[config.mk]
export PLATFORM = sky130hd
export DESIGN_NAME = vga_timing_gen
export DESIGN_NICKNAME = d
export VERILOG_FILES = /design/src/rtl/vga_timing_pkg.sv /design/src/rtl/vga_axis_counter.sv /design/src/rtl/vga_timing_gen.sv
export SDC_FILE = /design/constraint.sdc
export NUM_CORES = 1
export LEC_CHECK = 0
export ABC_AREA = 1
export ABC_CLOCK_PERIOD_IN_PS = 2100
export CORE_ASPECT_RATIO = 1.1
export CORE_UTILIZATION = 35
export DETAILED_ROUTE_END_ITERATION = 8
export SYNTH_ARGS = -nofsm -noshare
export SYNTH_HDL_FRONTEND = slang
export SYNTH_SLANG_ARGS = --single-unit
export TNS_END_PERCENT = 100
[constraint.sdc]
create_clock -name clk -period 2.1 [get_ports clk]
set_clock_uncertainty 0.1 [all_clocks]
set_input_delay 0.21 -clock clk [delete_from_list [all_inputs] [get_ports clk]]
set_output_delay 0.21 -clock clk [all_outputs]
set_load 0.005 [all_outputs]
[src/rtl/vga_timing_pkg.sv]
// Shared raster timing constants and coordinate type for the VGA path.
// Defaults describe 640x480@60 with a 25.175 MHz pixel clock.
package vga_timing_pkg;

  localparam int H_ACTIVE     = 640;
  localparam int H_FP         = 16;
  localparam int H_SYNC       = 96;
  localparam int H_BP         = 48;
  localparam int V_ACTIVE     = 480;
  localparam int V_FP         = 10;
  localparam int V_SYNC       = 2;
  localparam int V_BP         = 33;
  localparam int BLINK_FRAMES = 16;

  localparam int H_TOTAL = H_ACTIVE + H_FP + H_SYNC + H_BP;
  localparam int V_TOTAL = V_ACTIVE + V_FP + V_SYNC + V_BP;

  typedef logic [9:0] vga_coord_t;

endpackage

[src/rtl/vga_axis_counter.sv]
// One raster axis: wrapping counter with sync and blank decoded
// from the next count so they line up with the count they describe.
module vga_axis_counter
  import vga_timing_pkg::*;
#(
  parameter int ACTIVE = H_ACTIVE,
  parameter int FP     = H_FP,
  parameter int SYNC   = H_SYNC,
  parameter int BP     = H_BP
) (
  input  logic       clk,
  input  logic       reset,
  input  logic       advance,
  output vga_coord_t count,
  output logic       sync_n,
  output logic       blank,
  output logic       wrap
);

  localparam vga_coord_t ACT_END  = vga_coord_t'(ACTIVE);
  localparam vga_coord_t SYNC_BEG = vga_coord_t'(ACTIVE + FP);
  localparam vga_coord_t SYNC_END = vga_coord_t'(ACTIVE + FP + SYNC);
  localparam vga_coord_t LAST     = vga_coord_t'(ACTIVE + FP + SYNC + BP - 1);

  vga_coord_t count_q, count_d;
  logic       sync_n_q;
  logic       blank_q;

  assign wrap   = advance && (count_q == LAST);
  assign count  = count_q;
  assign sync_n = sync_n_q;
  assign blank  = blank_q;

  // next count: hold, step, or wrap to zero at the last position
  always_comb begin
    count_d = count_q;
    if (wrap)
      count_d = '0;
    else if (advance)
      count_d = count_q + 10'd1;
  end

  // register count plus sync/blank decoded from the next count
  always_ff @(posedge clk) begin
    if (reset) begin
      count_q  <= '0;
      sync_n_q <= 1'b1;
      blank_q  <= 1'b0;
    end else begin
      count_q  <= count_d;
      sync_n_q <= !((count_d >= SYNC_BEG) && (count_d < SYNC_END));
      blank_q  <= (count_d >= ACT_END);
    end
  end

endmodule

[src/rtl/vga_timing_gen.sv]
// VGA raster timing: col/row, active-low syncs, blank, strobes, blink.
// Optional cursor blink counter enabled by VGA_CURSOR_BLINK_EN.
module vga_timing_gen
  import vga_timing_pkg::*;
#(
  parameter int H_ACTIVE     = vga_timing_pkg::H_ACTIVE,
  parameter int H_FP         = vga_timing_pkg::H_FP,
  parameter int H_SYNC       = vga_timing_pkg::H_SYNC,
  parameter int H_BP         = vga_timing_pkg::H_BP,
  parameter int V_ACTIVE     = vga_timing_pkg::V_ACTIVE,
  parameter int V_FP         = vga_timing_pkg::V_FP,
  parameter int V_SYNC       = vga_timing_pkg::V_SYNC,
  parameter int V_BP         = vga_timing_pkg::V_BP,
  parameter int BLINK_FRAMES = vga_timing_pkg::BLINK_FRAMES
) (
  input  logic       clk,
  input  logic       reset,
  output vga_coord_t col,
  output vga_coord_t row,
  output logic       hsync,
  output logic       vsync,
  output logic       is_blank,
  output logic       line_start,
  output logic       frame_start,
  output logic       blink
);

  if (BLINK_FRAMES < 1 || BLINK_FRAMES > 32) begin : g_bad_blink
    $error("BLINK_FRAMES must be within 1..32");
  end

  logic h_wrap, v_wrap;
  logic h_blank, v_blank;
  logic ls_q, fs_q;
  logic frame_tick;

  vga_axis_counter #(
    .ACTIVE(H_ACTIVE), .FP(H_FP), .SYNC(H_SYNC), .BP(H_BP)
  ) u_h (
    .clk    (clk),
    .reset  (reset),
    .advance(1'b1),
    .count  (col),
    .sync_n (hsync),
    .blank  (h_blank),
    .wrap   (h_wrap)
  );

  vga_axis_counter #(
    .ACTIVE(V_ACTIVE), .FP(V_FP), .SYNC(V_SYNC), .BP(V_BP)
  ) u_v (
    .clk    (clk),
    .reset  (reset),
    .advance(h_wrap),
    .count  (row),
    .sync_n (vsync),
    .blank  (v_blank),
    .wrap   (v_wrap)
  );

  assign frame_tick  = !reset && h_wrap && v_wrap;
  assign is_blank    = h_blank | v_blank;
  assign line_start  = ls_q;
  assign frame_start = fs_q;

  // strobes mark the cycle the counters land on col 0 / (0,0)
  always_ff @(posedge clk) begin
    if (reset) begin
      ls_q <= 1'b0;
      fs_q <= 1'b0;
    end else begin
      ls_q <= h_wrap;
      fs_q <= h_wrap && v_wrap;
    end
  end

`ifdef VGA_CURSOR_BLINK_EN
  localparam logic [4:0] BLINK_LAST = 5'(BLINK_FRAMES - 1);

  logic [4:0] frm_q;
  logic       blink_q;

  assign blink = blink_q;

  // count frames; flip the blink phase every BLINK_FRAMES frames
  always_ff @(posedge clk) begin
    if (reset) begin
      frm_q   <= '0;
      blink_q <= 1'b0;
    end else if (frame_tick) begin
      if (frm_q == BLINK_LAST) begin
        frm_q   <= '0;
        blink_q <= ~blink_q;
      end else begin
        frm_q <= frm_q + 5'd1;
      end
    end
  end
`else
  logic unused_tick;

  assign unused_tick = frame_tick;
  assign blink       = 1'b1;
`endif

endmodule

Word level (Yosys, flattened, before mapping)

Index checks and enable logic that the tools add are counted.

Register bits after elaboration: 26
Bits of input ports: 2
Output and inout bits: 26
Word-level logic and storage cells: 28

Add/subtract/negate cells: 2
Magnitude comparators: 6
Equal/unequal tests: 2
Mux-type cells: 3
Bitwise logic cells: 1
Reductions and logical operators: 6

Operator list:

| kind                                                 | number |
|---|---|
| two-way mux 10 bit                                   | 3 |
| adder 10 x 1 -> 10 bit, second input constant        | 2 |
| == test 10 bit, second input constant                | 2 |
| >= comparator 10 bit, second input constant          | 2 |
| >= comparator 10 x 9 -> 1 bit, second input constant | 2 |
| < comparator 10 bit, second input constant           | 1 |
| < comparator 10 x 9 -> 1 bit, second input constant  | 1 |
| logical AND 1 bit                                    | 4 |
| zero test 1 bit                                      | 2 |
| bitwise OR 1 bit                                     | 1 |

Logic depth before layout (Yosys ltp)

Depth in word-level cells: 6
Gate-level depth with buffers: 12
Depth with buffers taken out: 12

Cells and area by module

A second synthesis with hierarchy kept.

Cell total of the unflattened synthesis: 209
Area, all modules: 1,441.4 µm²

By module, submodules not included:

| module                 | times used | cells each | area each (µm²) | sequential area each (µm²) |
|---|---|---|---|---|
| vga_axis_counter (u_v) | 1          | 104        | 709.4           | 240.2 |
| vga_axis_counter (u_h) | 1          | 96         | 659.4           | 240.2 |
| vga_timing_gen         | 1          | 9          | 72.6            | 40.0 |

Worst setup path after synthesis

OpenSTA, ideal clock, no wires.

Path type: register to register
Start: register u_h.count_q[0], in the netlist u_h.count[0]
End: register u_v.sync_n_q, in the netlist u_v.sync_n
Setup time: 0.120 ns
Data arrival time: 1.496 ns
Data required time: 1.880 ns
Slack: 0.384 ns
Cell stages (with the launch flop): 11
Buffers on the path: 0
Clock period less this slack: 1.716 ns
Cells stage by stage: dfxtp_1 -> ha_1 -> nand2_2 -> nor2_8 -> nand2_2 -> nor2_4 -> nand3b_2 -> nand2_1 -> nand3_2 -> nor2_2 -> nand3_1

Longest elaborated chain between the ends: 6
Elaborated cells on any way between the ends: 8
Classes of those cells: 2 x order compare; 1 x eq/ne; 2 x mux; 3 x reduce/logical

Ends and longest elaborated chain:

| item                                                                                 | RTL line                                       | source |
|---|---|---|
| start, declared                                                                      | vga_axis_counter.sv:25                         | `vga_coord_t count_q, count_d;` |
| start signal, assigned                                                               | vga_axis_counter.sv:50                         | `count_q <= count_d;` |
| == test 10 bit (*)                                                                   | vga_axis_counter.sv:29                         | `assign wrap = advance && (count_q == LAST);` |
| two-way mux 10 bit / logical AND 1 bit (equally long branches)                       | vga_axis_counter.sv:39, vga_axis_counter.sv:29 |  |
| two-way mux 10 bit (*)                                                               | vga_axis_counter.sv:37                         | `if (wrap)` |
| >= comparator 10 x 9 -> 1 bit / < comparator 10 x 9 -> 1 bit (equally long branches) | vga_axis_counter.sv:51                         | `sync_n_q <= !((count_d >= SYNC_BEG) && (count_d < SYNC_END));` |
| logical AND 1 bit (*)                                                                | vga_axis_counter.sv:51                         |  |
| zero test 1 bit (*)                                                                  | vga_axis_counter.sv:51                         |  |
| end signal, assigned                                                                 | vga_axis_counter.sv:51                         |  |
| end, declared                                                                        | vga_axis_counter.sv:26                         | `logic sync_n_q;` |

Mark *: on every way between the ends. The rest lies on a longest branch, timed or not.
A chain may end at the register's enable or synchronous reset.

Final worst setup path

Start: register u_h.count_q[1], in the netlist u_h.count[1]
End: register u_v.sync_n_q, in the netlist u_v.sync_n

Same word-level chain as after synthesis.

==> run metrics <==
status complete, no violations; Mapped Avg Cell Area about 6.6 um^2; routed len/inst 11.40 um; placed cell count 327; DR vias/cell around 4.7; Total Wirelength 3.773 mm; n_diodes 0; htree depth 1; WS Path Type reg -> reg; Hold Buf Count CTS 0; Pleak between 0.0008 and 0.0009 uW; std cell rows 25; antenna-violating nets left 0; Hold Fails Final Rpt 0; Max VDD drop around 0.25 mV; register bit total from synthesis 26; die footprint about 0.0050 mm^2; Critical Path RT 2160 ps; total CTS buffers 3; # nets final ~280; synth top area cells dfxtp_1, nand2_1, nor2_1; DRC violations left 0; Synth Area in Adders 0.03044; initial antenna violation count 0; worst path arrival time between 1500 and 2000 ps; pwr dens 473.1 mW/mm^2; via count about 1,600; DR iter-0 viols between 60 and 70; GRT Residual Overflow 0; global-route wire length before repair about 6.3 mm; fin area 0.002031 mm^2; period utilisation layout 0.8860; Core ar. 0.004410 mm^2; syn_nets between 200 and 300; simple-gate portion of the synthesized area 0.5068; CTS resizes 0; IO Pins 28; post-synthesis sequential area ratio 0.3166; Syn Inst Count 249; clock buffer depth 2; Area after DPL 0.001959 mm^2; post-layout min period 1861 ps; startpoint types register; vias in the first global route ~1,400; Die Ht around 74 um; Synth warnings 0; layout cell share with drive strength beyond 1 0.1408; post-synthesis mux area share 0; Initial DRT Pass Iterations 4; Initial Utilization 0.3728; clock-pin slew on the worst setup and hold paths approximately 90 ps; setup tns final 0 ps; Tot GR Track Use 0.1689; MaxCap Viol Count 0; Buffers on Ports 26; Min-Delay Path Class reg -> reg; Layout area overhead 23.52%; Synth Area in XOR/XNOR 0.005327; most common cell after layout, fill and taps aside nand2_1; latest clock arrival within the worst-skew pair roughly 270 ps; critical path capture point type register; setup violators final 0; commonest cells after routing, fill and taps aside nand2_1, nor2_1, inv_1; TritonCTS clock tree yes; total power between 900 and 1000 uW; largest net degree at the start of global routing 19; DP HPWL 2.943 mm; worst-path fanout max 6; area leader, netlist dfxtp_1; Yosys top cell area share 0.3166; setup bufs post-CTS 0; Pins Over Slew Limit 0; synth unique cells 31; die span in x 67.35 um; main combinational cell family by area after synthesis simple AND/OR/NAND/NOR gates; fin cells 331; synthesized cell area 0.001644 mm^2; Synth Area in Compound Gates 0.04110; Fmax approximately 0.54 GHz; CTS Sinks 26; RSZ-0062 raised after global routing no; Root Buffer clkbuf_8; placer congestion estimate ~0.82
[critical path: stages (launching register included)]
cell      delay [ps]
dfxtp_1          390
ha_1             240
nand2_2          120
nor2_8           150
nand2_2           90
nor2_4           200
nand3b_2         100
nand2_1           90
nand3_2           80
nor2_2           100
nand3_1           80
[report_power, final]
| part | switching [uW] | internal, uW | total [uW] |
|---|---|---|---|
| clock network | 164 | 255 | 420 |
| logic | 21.0 | 17.7 | 38.8 |
| registers | 4.97 | 497 | 502 |
[layout make-up]
cell class	count	area (um^2)
fillers	481	2380
multi-input cells	185	963.4
flip-flops and latches	26	520.5
repair buffers	28	275.3
inverters	34	132.6
well taps	54	67.56
clock buffers	3	41.29
clock inverters	1	30.03
[flip-flops by register name, summed over array words and instances, names as in the netlist]
register and cells:
u_v.sync_n 1, u_h.sync_n 1, line_start 1, u_h.count 10, frame_start 1, u_h.blank 1
u_v.blank 1, u_v.count 10
[cells in the mapped netlist]
library cell / number
nor3_1: 2
buf_6: 1
nand2_2: 6
nor2_4: 5
conb_1: 1
nor2_8: 1
inv_1: 28
o21ai_0: 4
nor2_1: 32
nand3_1: 22
nor3b_1: 1
nor2_2: 6
nand3_4: 1
a21oi_1: 4
clkinv_4: 1
dfxtp_1: 26
or2_2: 1
o21ai_1: 1
buf_4: 1
clkbuf_1: 1
xor2_1: 1
a211oi_1: 3
ha_1: 4
buf_2: 1
inv_2: 5
nand3_2: 3
nand2_1: 75
nand3b_2: 1
nand3b_1: 3
nand2_4: 3
nand4_1: 5
[layer usage]
layer,vias to the layer above,global-route usage,share of wire
li1,834,-,-
met1,691,0.1932,0.44
met2,36,0.3167,0.50
met3,5,0.02329,0.051
met4,0,0.04965,0.010
met5,-,0,0
[path summary, 6_finish.rpt]
kind,from,endpoint,slack [ps],cells past startpoint
max reg2reg,u_h.count[1],u_v.sync_n,240,10
max,u_h.count[1],u_v.sync_n,240,10
min,u_v.count[8],u_v.count[8],450,2
min reg2reg,u_v.count[8],u_v.count[8],450,2
[per-stage QoR]
stage                       util  setup WS [ps]  hold slack (ps)
after CTS                 0.4604          224.5            451.7
final                     0.4604          239.4            450.2
after detailed placement  0.4443          243.6            434.2
after global routing      0.4604          65.79            490.2
after floorplan                -          383.9            367.8
after global placement    0.4443          292.3            443.6
[cell families (layout without fill, tap and decap cells)]
kind of cell | count (synthesis) | count (layout)
XOR/XNOR | 1 | 1
flip-flops | 26 | 26
buffers and inverters | 38 | 66
other | 1 | 1
AND/OR/NAND/NOR | 167 | 167
AO/OA/AOI/OAI | 12 | 12
adder cells (fa/ha/maj) | 4 | 4
No activity file was read; power rests on OpenSTA's default activity.
